<file path="config.mk">
export PLATFORM = sky130hd
export DESIGN_NAME = enet_phy_reset_seq
export DESIGN_NICKNAME = d
export VERILOG_FILES = /design/src/rtl/enet_phy_rst_pkg.sv /design/src/rtl/enet_phy_reset_seq.sv
export SDC_FILE = /design/constraint.sdc
export NUM_CORES = 1
export LEC_CHECK = 0
export BUFFER_PORTS_ARGS = -buffer_cell sky130_fd_sc_hd__buf_4
export CORE_UTILIZATION = 50
export DETAILED_ROUTE_END_ITERATION = 16
export PLACE_DENSITY = 0.75
export SYNTH_ARGS = -nofsm -noshare
export SYNTH_HDL_FRONTEND = slang
export SYNTH_SLANG_ARGS = --single-unit
</file>
<file path="constraint.sdc">
create_clock -name clk -period 3.5 [get_ports clk]
set_input_delay 0.525 -clock clk [delete_from_list [all_inputs] [get_ports clk]]
set_output_delay 0.525 -clock clk [all_outputs]
set_load 0.01 [all_outputs]
</file>
<file path="src/rtl/enet_phy_rst_pkg.sv">
// Shared definitions for the Ethernet PHY reset sequencer.
//   phy_rst_state_e : sequencer state encoding (2 bits)
//   RST_CNT_W       : width of the software reset counter
//   RST_CNT_MAX     : saturation value of the software reset counter
package enet_phy_rst_pkg;

    typedef enum logic [1:0] {
        ST_ASSERT = 2'd0,
        ST_HOLD   = 2'd1,
        ST_SETTLE = 2'd2,
        ST_READY  = 2'd3
    } phy_rst_state_e;

    localparam int                   RST_CNT_W   = 8;
    localparam logic [RST_CNT_W-1:0] RST_CNT_MAX = 8'd255;

endpackage

</file>
<file path="src/rtl/enet_phy_reset_seq.sv">
// Ethernet PHY reset sequencer.
// Turns the active-low software request level from the PHY reset PIO register
// into a PHY reset pulse of guaranteed minimum width, followed by a settle
// interval, and counts software-initiated sequences (saturating).
//
// Ports:
//   clk          in   system clock
//   reset        in   synchronous active-high reset
//   req_n        in   PIO request level, 0 requests a PHY reset
//   phy_reset_n  out  drives nENET, 0 holds the PHY in reset
//   phy_ready    out  1 once the settle interval has elapsed
//   busy         out  1 whenever the sequencer is not READY
//   reset_count  out  saturating count of software-initiated sequences
//
// state      | meaning
// -----------+-------------------------------------------------------------
// ST_ASSERT  | PHY held in reset, timer runs to the minimum low width
// ST_HOLD    | minimum width met, PHY kept in reset until req_n returns to 1
// ST_SETTLE  | PHY released, timer runs out the settle interval
// ST_READY   | PHY may be accessed, waiting for the next request
module enet_phy_reset_seq
    import enet_phy_rst_pkg::*;
#(
    parameter int ASSERT_CYCLES = 1000,
    parameter int SETTLE_CYCLES = 5000,
    parameter int CNT_W         = 16
) (
    input  logic                 clk,
    input  logic                 reset,
    input  logic                 req_n,
    output logic                 phy_reset_n,
    output logic                 phy_ready,
    output logic                 busy,
    output logic [RST_CNT_W-1:0] reset_count
);

    localparam logic [CNT_W-1:0] ASSERT_TC = CNT_W'(ASSERT_CYCLES - 1);
    localparam logic [CNT_W-1:0] SETTLE_TC = CNT_W'(SETTLE_CYCLES - 1);

    phy_rst_state_e       state_q, state_d;
    logic [CNT_W-1:0]     cnt_q, cnt_d;
    logic [RST_CNT_W-1:0] reset_count_q, reset_count_d;
    logic                 phy_reset_n_q, phy_reset_n_d;
    logic                 phy_ready_q, phy_ready_d;
    logic                 busy_q, busy_d;
    logic                 sw_req;
    logic [CNT_W-1:0]     cnt_inc;

    assign cnt_inc = cnt_q + CNT_W'(1);

    // Timer defaults to 0 so that every state change clears it; states that
    // keep timing load the incremented value explicitly.
    always_comb begin
        state_d = state_q;
        cnt_d   = '0;
        sw_req  = 1'b0;
        case (state_q)
            ST_ASSERT: begin
                if (cnt_q == ASSERT_TC) begin
                    state_d = req_n ? ST_SETTLE : ST_HOLD;
                end else begin
                    cnt_d = cnt_inc;
                end
            end
            ST_HOLD: begin
                if (req_n) begin
                    state_d = ST_SETTLE;
                end
            end
            ST_SETTLE: begin
                // A new request wins over the settle terminal count.
                if (!req_n) begin
                    state_d = ST_ASSERT;
                    sw_req  = 1'b1;
                end else if (cnt_q == SETTLE_TC) begin
                    state_d = ST_READY;
                end else begin
                    cnt_d = cnt_inc;
                end
            end
            ST_READY: begin
                if (!req_n) begin
                    state_d = ST_ASSERT;
                    sw_req  = 1'b1;
                end
            end
            default: begin
                state_d = ST_ASSERT;
            end
        endcase
    end

    always_comb begin
        reset_count_d = reset_count_q;
        if (sw_req && (reset_count_q != RST_CNT_MAX)) begin
            reset_count_d = reset_count_q + RST_CNT_W'(1);
        end
    end

    // Outputs are decoded from the next state and registered, so each pin is
    // a plain flop output with no combinational path from req_n.
    always_comb begin
        phy_reset_n_d = (state_d == ST_SETTLE) || (state_d == ST_READY);
        phy_ready_d   = (state_d == ST_READY);
        busy_d        = (state_d != ST_READY);
    end

    always_ff @(posedge clk) begin
        if (reset) begin
            state_q       <= ST_ASSERT;
            cnt_q         <= '0;
            reset_count_q <= '0;
            phy_reset_n_q <= 1'b0;
            phy_ready_q   <= 1'b0;
            busy_q        <= 1'b1;
        end else begin
            state_q       <= state_d;
            cnt_q         <= cnt_d;
            reset_count_q <= reset_count_d;
            phy_reset_n_q <= phy_reset_n_d;
            phy_ready_q   <= phy_ready_d;
            busy_q        <= busy_d;
        end
    end

    assign phy_reset_n = phy_reset_n_q;
    assign phy_ready   = phy_ready_q;
    assign busy        = busy_q;
    assign reset_count = reset_count_q;

endmodule
</file>
Word-level counts from Yosys, hierarchy flattened
Cells that the tools add are included.
W data, S select, Z words.

word-level totals
  register bits after elaboration = 29
  output and inout bits = 11

operators by class
  multiplexer cells = 13
  reductions and logical operators = 4
  add/sub/neg operators = 2
  equality and inequality tests = 9

operators by type and width
  cell                     number
  $mux W16                 3
  $pmux W16 S2             1
  $add A16 B1 Y16 const B  1
  $eq A16 B10 Y1 const B   1
  $eq A16 B13 Y1 const B   1
  $mux W2                  6
  $add A8 B1 Y8 const B    1
  $eq A2 B2 Y1 const B     4
  $ne A8 B8 Y1 const B     1
  $pmux W2 S4              1
  $eq A2 B1 Y1 const B     1
  $logic_not A2 Y1         1
  $mux W1                  2
  $ne A2 B2 Y1 const B     1
  $reduce_or A2 Y1         1
  $logic_and A1 B1 Y1      1
  $logic_or A1 B1 Y1       1

Logic depth before layout (Yosys ltp)
Gate-level depths: netlist (run 1).

  word-level depth = 6
  depth in mapped cells = 6

Least setup slack after synthesis (run 1)
OpenSTA, ideal clock, no wires.

  path type = register to register
  from = register cnt_q[0]
  to = register cnt_q[10]
  path buffers = 1
  setup time = 0.117 ns
  cell stages (with the launch flop) = 7
  arrival = 1.651 ns
  path slack = 1.732 ns
  path through = dfxtp_1 -> ha_1 -> nor4b_1 -> and4_1 -> a2bb2oi_2 -> buf_2 -> nor2_1

on the way
  word-level cells in the longest chain between the ends = 4

RTL lines
  what                                               line                                                text
  start, declared                                    enet_phy_reset_seq.sv:41                            logic [CNT_W-1:0] cnt_q, cnt_d;
  start signal, assigned                             enet_phy_reset_seq.sv:118                           cnt_q <= cnt_d;
  $add A16 B1 Y16 or $eq A16 B13 Y1 (tied branches)  enet_phy_reset_seq.sv:49, enet_phy_reset_seq.sv:75
  $mux W16                                           enet_phy_reset_seq.sv:75                            end else if (cnt_q == SETTLE_TC) begin
  $mux W16                                           enet_phy_reset_seq.sv:72                            if (!req_n) begin
  $pmux W16 S2 *                                     enet_phy_reset_seq.sv:57                            case (state_q)

Mark *: on every way between the ends. The rest lies on a longest branch, timed or not.
A chain may end at the register's enable or synchronous reset.

Worst setup path in the final report (run 1)
  from = register cnt_q[0]
  to = register cnt_q[13]

Same word-level chain as after synthesis.

==> results of run 1 <==
==> worst reg2reg max path, stage by stage (launching register included) <==
cell	delay, ns
sky130_fd_sc_hd__dfxtp_1	0.45
sky130_fd_sc_hd__ha_1	0.27
sky130_fd_sc_hd__nor4b_1	0.41
sky130_fd_sc_hd__a41oi_1	0.27
sky130_fd_sc_hd__a2bb2oi_2	0.63
sky130_fd_sc_hd__nor2_1	0.12
==> synth_stat cells, drive strengths merged <==
cell	n	area share [%]
nor3b	1	0.59
o211ai	3	1.8
nand3b	1	0.59
and3	4	2.0
a41oi	1	0.69
and4	1	0.69
inv	5	1.5
nor4	5	2.5
buf	2	0.79
a211oi	1	0.59
nor3	4	1.6
or3	2	1.4
a2bb2oi	1	1.2
nor2b	3	1.5
o21ai	2	0.79
o41ai	1	0.69
nor4b	1	0.69
nand4b	1	0.69
mux2i	1	0.79
nand3	7	3.7
o31ai	1	0.59
a21oi	2	1.1
o21bai	1	0.59
nor2	23	6.8
nand4	5	2.5
xor2	7	4.8
and4bb	1	0.98
dfxtp	28	44
nand2	6	2.0
and4b	1	0.79
xnor2	11	7.6
ha	2	2.0
clkbuf	1	0.29
or2	1	0.49
or4	1	0.89
==> layer usage <==
metal  share of wire, %  track usage (%)
met3                3.5            3.768
met2                 46            31.43
met1                 49            25.67
met5                  0                0
met4                1.2            7.456
==> registers in the layout, summed over array words and instances, names as in the netlist <==
signal and count:
reset_count 8, phy_ready 1, busy 1, state_q 2, cnt_q 16
==> final cells by class <==
cell class,instances,area (um2)
flip-flops and latches,28,560.5
fillers,194,854.6
well taps,28,35.03
clock buffers,3,22.52
multi-input cells,102,678.2
clock inverters,1,30.03
inverters,5,18.77
repair buffers,13,97.59
==> cells by family (layout without fill, tap and decap cells) <==
kind of cell             Yosys count  count (layout)  share of synthesized area, %
AND/OR/NAND/NOR                   68              68                         30.22
flip-flops                        28              28                         44.09
XOR/XNOR                          18              18                         12.40
AO/OA/AOI/OAI                     13              13                         7.973
buffers and inverters              8              22                         2.559
adder cells (fa/ha/maj)            2               2                         1.968
multiplexers                       1               1                        0.7874
==> metrics by stage <==
stage	power (W)	util [%]	hold WS (ns)
2_1_floorplan	0.0003431	-	0.4419
3_3_place_gp	0.0003466	60.51	0.4564
3_5_place_dp	0.0003478	60.51	0.4772
4_1_cts	0.0005570	62.80	0.3891
5_1_grt	0.0005735	62.80	0.3789
6_report	0.0005519	62.80	0.3972
==> where the power goes <==
group | leakage [nW] | switching (W) | total (W) | internal [W]
clock network | 0.0279 | 0.0000950 | 0.000211 | 0.000116
logic | 0.272 | 0.00000850 | 0.0000142 | 0.00000568
registers | 0.226 | 0.00000495 | 0.000327 | 0.000322
total | 0.526 | 0.000108 | 0.000552 | 0.000443
==> final timing paths <==
check,end,cells past startpoint
worst min register to register,reset_count[6]$_SDFFE_PP0P_,2
worst min-delay path,state_q[0]$_SDFF_PP0_,2
worst max-delay path,cnt_q[13]$_SDFF_PP0_,5
worst max register to register,cnt_q[13]$_SDFF_PP0_,5
==> summary.json, run 1 <==
{
  "worstSetupEndpointType": "flip-flop",
  "finalInstanceArea_um2": 1443,
  "critical_path_origin": "cnt_q[0]$_SDFF_PP0_",
  "cts_inserted_buffers": 3,
  "number_of_buffer_and_inverter_stages_on_the_critical_path": 0,
  "clock_sink_count": 28,
  "gr-total-overflow": 0,
  "mostFrequentLayoutCells": "28 x sky130_fd_sc_hd__dfxtp_1, 23 x sky130_fd_sc_hd__nor2_1, 13 x sky130_fd_sc_hd__buf_4",
  "boundary_pin_count": 14,
  "worst-endpoint-arrival_ns": 2.48,
  "outcome": "completed",
  "worst_voltage_drop_across_the_vdd_grid_uv": 225.0,
  "critical_path_required_ns": 3.70,
  "netlist_instances": 138,
  "fin_nets": 158,
  "most_common_cell_after_layout_fill_and_taps_aside": "sky130_fd_sc_hd__dfxtp_1",
  "detail_route.iter0.violations": 11,
  "sequential_cell_area_fraction_in_the_yosys_report_pct": 44.09,
  "netlist_cell_types": 39,
  "global_route.usage.total_pct": 19.56,
  "leakagePower_nw": 0.5260,
  "route.detailed.wl_per_inst_um": 13.45,
  "clockRootBuffer": "sky130_fd_sc_hd__clkbuf_4",
  "max_cap_violations": 0,
  "r2r-start": "cnt_q[0]$_SDFF_PP0_",
  "postLayoutSetupSlackWorst_ns": 1.227,
  "worst_slew_pin_slew_ns": 0.7237,
  "final_max_slew_viol_count": 0,
  "min_period_ns": 2.273,
  "area_growth_syn_to_layout_pct": 13.48,
  "cpMaxStageDelayCell": "sky130_fd_sc_hd__a2bb2oi_2",
  "avgViaCountPerCell": 5.683,
  "place_ws_ns": 1.317,
  "cts_setup_buffers": 0,
  "register_to_register_path_setup_slack_ns": 1.23,
  "setup_total_negative_slack_ns": 0,
  "hp-start": "req_n",
  "dpl_cell_area_um2": 1390,
  "worst_path_largest_cell_delay_ns": 0.63,
  "count_of_inserted_antenna_diode_cells": 0,
  "clockBufferDepth": 2,
  "ctsHoldBuffers": 0,
  "die_area_um2": 2748,
  "timing.critical_path.cells": "ha_1 > nor4b_1 > a41oi_1 > a2bb2oi_2 > nor2_1",
  "clock_latency_ns": 0.33,
  "place_congestion": 0.8158,
  "syn-num-nets": 143,
  "cts.repair.resized": 0,
  "post-dp-hpwl_mm": 1.770,
  "fin_cells": 180,
  "layout_worst_path_cycle_share_pct": 64.95,
  "tritoncts": "done",
  "finalClockSkew_ns": 0.006163,
  "clock_tree.htree_level_count": 1,
  "core_area_um2": 2297,
  "synth_seq_cells": 28,
  "rsz0062_at_grt": "no",
  "final_antenna_net_count": 0,
  "clk_transition_reported_paths_ns": 0.15,
  "achievable-frequency_mhz": 439.9,
  "port_buffers": 13,
  "grt_first_pass_wirelength_mm": 3.981,
  "timing.critical_path.max_delay_family": "compound AO/OA/AOI/OAI gates",
  "route.detailed.drc": 0,
  "post_synth_instance_area_um2": 1271,
  "timing.setup.critical_path_class": "flip-flop to flip-flop",
  "min_path_type": "input port to flip-flop",
  "die_height_um": 52.42,
  "placed_cells_incl_taps": 176,
  "grt_antenna_before_repair": 0,
  "number_of_global_route_vias_before_repair": 936,
  "dr.pass1.iters": 4,
  "die_x_um": 52.42,
  "final-hold-violation-count": 0,
  "ys.warnings.count": 0,
  "setup_violations": 0,
  "postSynthAreaPerCell_um2": 9.212,
  "detailroute.via_count": 1023,
  "totalWireLength_mm": 2.421,
  "grt_start_max_net_pins": 17,
  "timing.max_slew.rel_slack_pct": 51.71,
  "worstSetupStartpointType": "flip-flop",
  "crit_path_max_fanout": 16,
  "initial_core_util_pct": 55.34,
  "fp-row-count": 17,
  "final_layout_size_suffix_gt1_share_pct": 16.45,
  "powerDensity_nw_per_um2": 382.6
}
Note: power is estimated with default switching activity, not from simulation.
==> run 2, diff against run 1 <==
PLACE_DENSITY = 0.77   (was 0.75)
clock period = 1.85 ns   (was 3.5 ns; I/O delays follow)
==> run 2 against run 1 <==
Sequential share of layout area shrank 0.89 points. Clock skew rose by 0.0020 ns. Highest routed layer unchanged. Maximum frequency up 30%.
==> summary.json, run 2 (synthesis results as in run 1) <==
{
  "multi_input_comb_area_um2": 678.2,
  "final_antenna_net_count": 0,
  "worst_slew_pin_slew_ns": 0.3991,
  "finalClockSkew_ns": 0.008131,
  "global_route.usage.total_pct": 19.72,
  "power_w": 0.0009523,
  "fp-row-count": 17,
  "max_cap_violations": 0,
  "route.detailed.drc": 0,
  "cts_inserted_buffers": 3,
  "place_ws_ns": 0.1569,
  "detail_route.iter0.violations": 25,
  "min_period_ns": 1.749,
  "clock_sink_count": 28,
  "crit_path_max_fanout": 6,
  "final_layout_size_suffix_gt1_share_pct": 19.11,
  "mostFrequentLayoutCells": "28 x sky130_fd_sc_hd__dfxtp_1, 23 x sky130_fd_sc_hd__nor2_1, 17 x sky130_fd_sc_hd__buf_4",
  "core_area_um2": 2297,
  "grt_antenna_before_repair": 0,
  "die_area_um2": 2748,
  "number_of_global_route_vias_before_repair": 904,
  "setup_violations": 0,
  "critical_path_required_ns": 2.12,
  "most_common_cell_after_layout_fill_and_taps_aside": "sky130_fd_sc_hd__dfxtp_1",
  "layout_worst_path_cycle_share_pct": 94.53,
  "leakagePower_nw": 0.5494,
  "final-hold-violation-count": 0,
  "achievable-frequency_mhz": 571.8,
  "clock_latency_ns": 0.32,
  "place_congestion": 0.7895,
  "grt_first_pass_wirelength_mm": 3.919,
  "totalWireLength_mm": 2.433,
  "clockBufferDepth": 2,
  "area_growth_syn_to_layout_pct": 16.14,
  "clk_transition_reported_paths_ns": 0.15,
  "timing.max_slew.rel_slack_pct": 73.02,
  "setup_total_negative_slack_ns": 0,
  "timing.setup.critical_path_class": "flip-flop to flip-flop",
  "largest_register_ffs": 16,
  "avgViaCountPerCell": 5.627,
  "worstSetupEndpointType": "flip-flop",
  "clockRootBuffer": "sky130_fd_sc_hd__clkbuf_4",
  "final_max_slew_viol_count": 0,
  "boundary_pin_count": 14,
  "route.detailed.wl_per_inst_um": 13.15,
  "finalInstanceArea_um2": 1476,
  "post-dp-hpwl_mm": 1.835,
  "fin_nets": 163,
  "cts.repair.resized": 0,
  "cts_setup_buffers": 0,
  "fill_cells": 176,
  "die_height_um": 52.42,
  "ctsHoldBuffers": 0,
  "worst_voltage_drop_across_the_vdd_grid_uv": 551.8,
  "die_x_um": 52.42,
  "dr.pass1.iters": 4,
  "port_buffers": 13,
  "outcome": "completed",
  "worst-endpoint-arrival_ns": 2.02,
  "gr-total-overflow": 0,
  "grt_start_max_net_pins": 17,
  "count_of_inserted_antenna_diode_cells": 0,
  "postLayoutSetupSlackWorst_ns": 0.1012,
  "clock_tree.htree_level_count": 1,
  "dpl_cell_area_um2": 1440,
  "initial_core_util_pct": 55.34,
  "largest_register": "cnt_q",
  "rsz0062_at_grt": "no",
  "worstSetupStartpointType": "flip-flop",
  "min_path_type": "input port to flip-flop",
  "detailroute.via_count": 1041,
  "powerDensity_nw_per_um2": 645.0,
  "regArea_um2": 560.5,
  "tritoncts": "done"
}
-- run 2: changes by cell type in the layout (fill, tap and decap cells not counted) --
cell,previous run,this run
sky130_fd_sc_hd__buf_4,13,17
sky130_fd_sc_hd__buf_12,0,1
sky130_fd_sc_hd__clkbuf_8,0,1
sky130_fd_sc_hd__bufinv_16,1,0
-- run 2: worst max-delay path: stages (launching register included) --
cell and delay [ns]:
sky130_fd_sc_hd__dfxtp_1 0.48, sky130_fd_sc_hd__nand2_2 0.13, sky130_fd_sc_hd__or3_4 0.43, sky130_fd_sc_hd__or4_4 0.53, sky130_fd_sc_hd__a21oi_2 0.13
-- run 2: where the power goes --
part / switching (W) / total (W) / internal (W)
clock network: 0.000172 / 0.000293 / 0.000120
logic: 0.0000237 / 0.0000466 / 0.0000229
registers: 0.00000400 / 0.000613 / 0.000609
-- run 2: final timing paths --
| path | from | cells past startpoint | to | slack, ns |
|---|---|---|---|---|
| worst max-delay path | cnt_q[5]$_SDFF_PP0_ | 4 | cnt_q[15]$_SDFF_PP0_ | 0.10 |
| worst min-delay path | req_n | 2 | state_q[0]$_SDFF_PP0_ | 0.15 |
| worst max register to register | cnt_q[5]$_SDFF_PP0_ | 4 | cnt_q[15]$_SDFF_PP0_ | 0.10 |
| worst min register to register | reset_count[6]$_SDFFE_PP0P_ | 2 | reset_count[6]$_SDFFE_PP0P_ | 0.51 |
-- run 2: cell type report --
| type | instances | share of cell area, % |
|---|---|---|
| multi-input cells | 102 | 45.93 |
| flip-flops and latches | 28 | 37.97 |
| repair buffers | 18 | 10.00 |
| clock buffers | 4 | 2.458 |
| well taps | 28 | 2.373 |
| inverters | 5 | 1.271 |
-- run 2: metrics by stage --
step | utilization, % | instances | hold slack, ns
floorplan | - | 138 | 0.3868
detailed placement | 62.69 | 181 | 0.4961
global placement | 62.69 | 181 | 0.4846
CTS | 64.27 | 185 | 0.1420
finish | 64.27 | 185 | 0.1477
global route | 64.27 | 185 | 0.1283
-- run 2: routing by layer --
layer / vias up / GRT usage [%] / share of wire [%]
met2: 19 / 29.75 / 45
met4: 0 / 11.84 / 3.0
met3: 9 / 2.609 / 2.3
met5: - / 0 / 0
met1: 488 / 26.42 / 49
li1: 525 / - / -
==> run 3, diff against run 2 <==
CORE_UTILIZATION = 30   (was 50)
PLACE_DENSITY = 0.51   (was 0.77)
clock period = 1.99 ns   (was 1.85 ns; I/O delays follow)
==> run 3 against run 2 <==
Power is 4.8% lower. Clock skew decreased by 0.0035 ns. Global-route usage shrank 7.8 points. Via count down 4.5%. Non-clock buffer count is 2 lower. Sequential share of layout area decreased by 0.13 points. Clock-buffer cell count down 1. Core utilization fell by 28 points. Design area grew 0.34%. First-iteration DRC count is 88% higher. Maximum frequency fell by 4.6%. Critical path type unchanged. Critical endpoint is now cnt_q[8]$_SDFF_PP0_. Highest routed layer unchanged.
==> summary.json, run 3 (synthesis results as in run 1) <==
{
  "place_congestion": 0.7682,
  "r2r-start": "cnt_q[0]$_SDFF_PP0_",
  "avgViaCountPerCell": 4.873,
  "timing.max_slew.rel_slack_pct": 75.07,
  "ctsHoldBuffers": 0,
  "dr.pass1.iters": 4,
  "boundary_pin_count": 14,
  "gr-total-overflow": 0,
  "rsz0062_at_grt": "no",
  "fill_cells": 411,
  "clockRootBuffer": "sky130_fd_sc_hd__clkbuf_8",
  "finalInstanceArea_um2": 1481,
  "global_route.usage.total_pct": 11.88,
  "max_cap_violations": 0,
  "finalClockSkew_ns": 0.004636,
  "grt_start_max_net_pins": 15,
  "port_buffers": 13,
  "final-hold-violation-count": 0,
  "number_of_global_route_vias_before_repair": 887,
  "clock_latency_ns": 0.27,
  "clk_transition_reported_paths_ns": 0.09,
  "worst-endpoint-arrival_ns": 2.00,
  "most_common_cell_after_layout_fill_and_taps_aside": "sky130_fd_sc_hd__dfxtp_1",
  "leakagePower_nw": 0.5346,
  "cts_setup_buffers": 0,
  "die_height_um": 67.10,
  "detail_route.iter0.violations": 47,
  "crit_path_max_fanout": 9,
  "fp-row-count": 23,
  "die_area_um2": 4502,
  "reg2reg_to": "cnt_q[8]$_SDFF_PP0_",
  "critical_path_origin": "cnt_q[0]$_SDFF_PP0_",
  "critical_path_required_ns": 2.16,
  "area_growth_syn_to_layout_pct": 16.54,
  "initial_core_util_pct": 31.55,
  "totalWireLength_mm": 2.405,
  "power_w": 0.0009062,
  "die_x_um": 67.10,
  "final_layout_size_suffix_gt1_share_pct": 17.53,
  "clock_tree.htree_level_count": 1,
  "layout_worst_path_cycle_share_pct": 92.15,
  "clockBufferDepth": 2,
  "core_area_um2": 4029,
  "route.detailed.wl_per_inst_um": 11.79,
  "cts_inserted_buffers": 3,
  "powerDensity_nw_per_um2": 611.7,
  "largest_register": "cnt_q",
  "worstSetupStartpointType": "flip-flop",
  "achievable-frequency_mhz": 545.3,
  "outcome": "completed",
  "worst_path_largest_cell_delay_ns": 0.40,
  "hold_slack_ns": 0.2500,
  "setup_violations": 0,
  "largest_register_ffs": 16,
  "critical_path.endpoint": "cnt_q[8]$_SDFF_PP0_",
  "detailroute.via_count": 994,
  "final_antenna_net_count": 0,
  "dpl_cell_area_um2": 1440,
  "mostFrequentLayoutCells": "28 x sky130_fd_sc_hd__dfxtp_1, 23 x sky130_fd_sc_hd__nor2_1, 16 x sky130_fd_sc_hd__buf_4",
  "cts.repair.resized": 0,
  "clock_sink_count": 28,
  "post-dp-hpwl_mm": 1.781,
  "min_period_ns": 1.834,
  "fin_nets": 161,
  "setup_total_negative_slack_ns": 0,
  "grt_antenna_before_repair": 0,
  "worst_voltage_drop_across_the_vdd_grid_uv": 227.5,
  "min_path_type": "input port to flip-flop",
  "register_to_register_path_setup_slack_ns": 0.16,
  "final_max_slew_viol_count": 0,
  "timing.reg2reg.worst_path_depth": 6,
  "worst_slew_pin_slew_ns": 0.3688,
  "worstSetupEndpointType": "flip-flop",
  "timing.setup.critical_path_class": "flip-flop to flip-flop",
  "route.detailed.drc": 0,
  "place_ws_ns": 0.2202,
  "timing.critical_path.cells": "ha_1 > nor4b_1 > a41oi_1 > a2bb2oi_2 > buf_4 > nor2_1",
  "hp-start": "req_n",
  "cpMaxStageDelayCell": "sky130_fd_sc_hd__dfxtp_1",
  "postLayoutSetupSlackWorst_ns": 0.1562,
  "tritoncts": "done",
  "count_of_inserted_antenna_diode_cells": 0,
  "grt_first_pass_wirelength_mm": 4.008
}
run 3: changes by cell type in the layout (fill, tap and decap cells not counted), sizes merged:
cell / delta
buf: -2
clkbuf: -1
run 3: how the worst min path moves through the flow:
stage | endpoint | depth (start not counted)
final | state_q[0]$_SDFF_PP0_ | 2
after detailed placement | cnt_q[0]$_SDFF_PP0_ | 1
after global placement | cnt_q[0]$_SDFF_PP0_ | 1
after floorplan | state_q[0]$_SDFF_PP0_ | 1
after global routing | state_q[0]$_SDFF_PP0_ | 2
after CTS | state_q[0]$_SDFF_PP0_ | 2
run 3: report_power, final:
group / internal [W] / total (W) / switching, W
registers: 0.000565 / 0.000571 / 0.00000569
clock network: 0.000136 / 0.000302 / 0.000167
logic: 0.0000143 / 0.0000331 / 0.0000188
run 3: cell type report:
class | count | area, um2 | area share (%)
Timing Repair Buffer | 16 | 120.1 | 8.108
Sequential cell | 28 | 560.5 | 37.84
Clock buffer | 3 | 41.29 | 2.787
Multi-Input combinational cell | 102 | 678.2 | 45.78
Inverter | 5 | 18.77 | 1.267
Tap cell | 50 | 62.56 | 4.223
run 3: routing by layer:
layer | vias to the layer above | GRT usage, % | share of wire (%)
li1 | 522 | - | -
met5 | - | 0 | 0
met3 | 2 | 2.055 | 2.6
met1 | 460 | 15.65 | 51
met2 | 10 | 18.50 | 45
met4 | 0 | 5.585 | 1.0
run 3: worst max-delay path, delay by kind of cell, from the launching register on:
kind            cells  cell delay (ns)
flops               1             0.40
simple gates        2             0.41
compound gates      2             0.48
fa+ha+maj           1             0.25
buf+inv             1             0.19
run 3: through the flow:
stage               cells  util, %
floorplan             138        -
global placement      201    35.75
detailed placement    201    35.75
CTS                   204    36.77
global route          204    36.77
finish                204    36.77
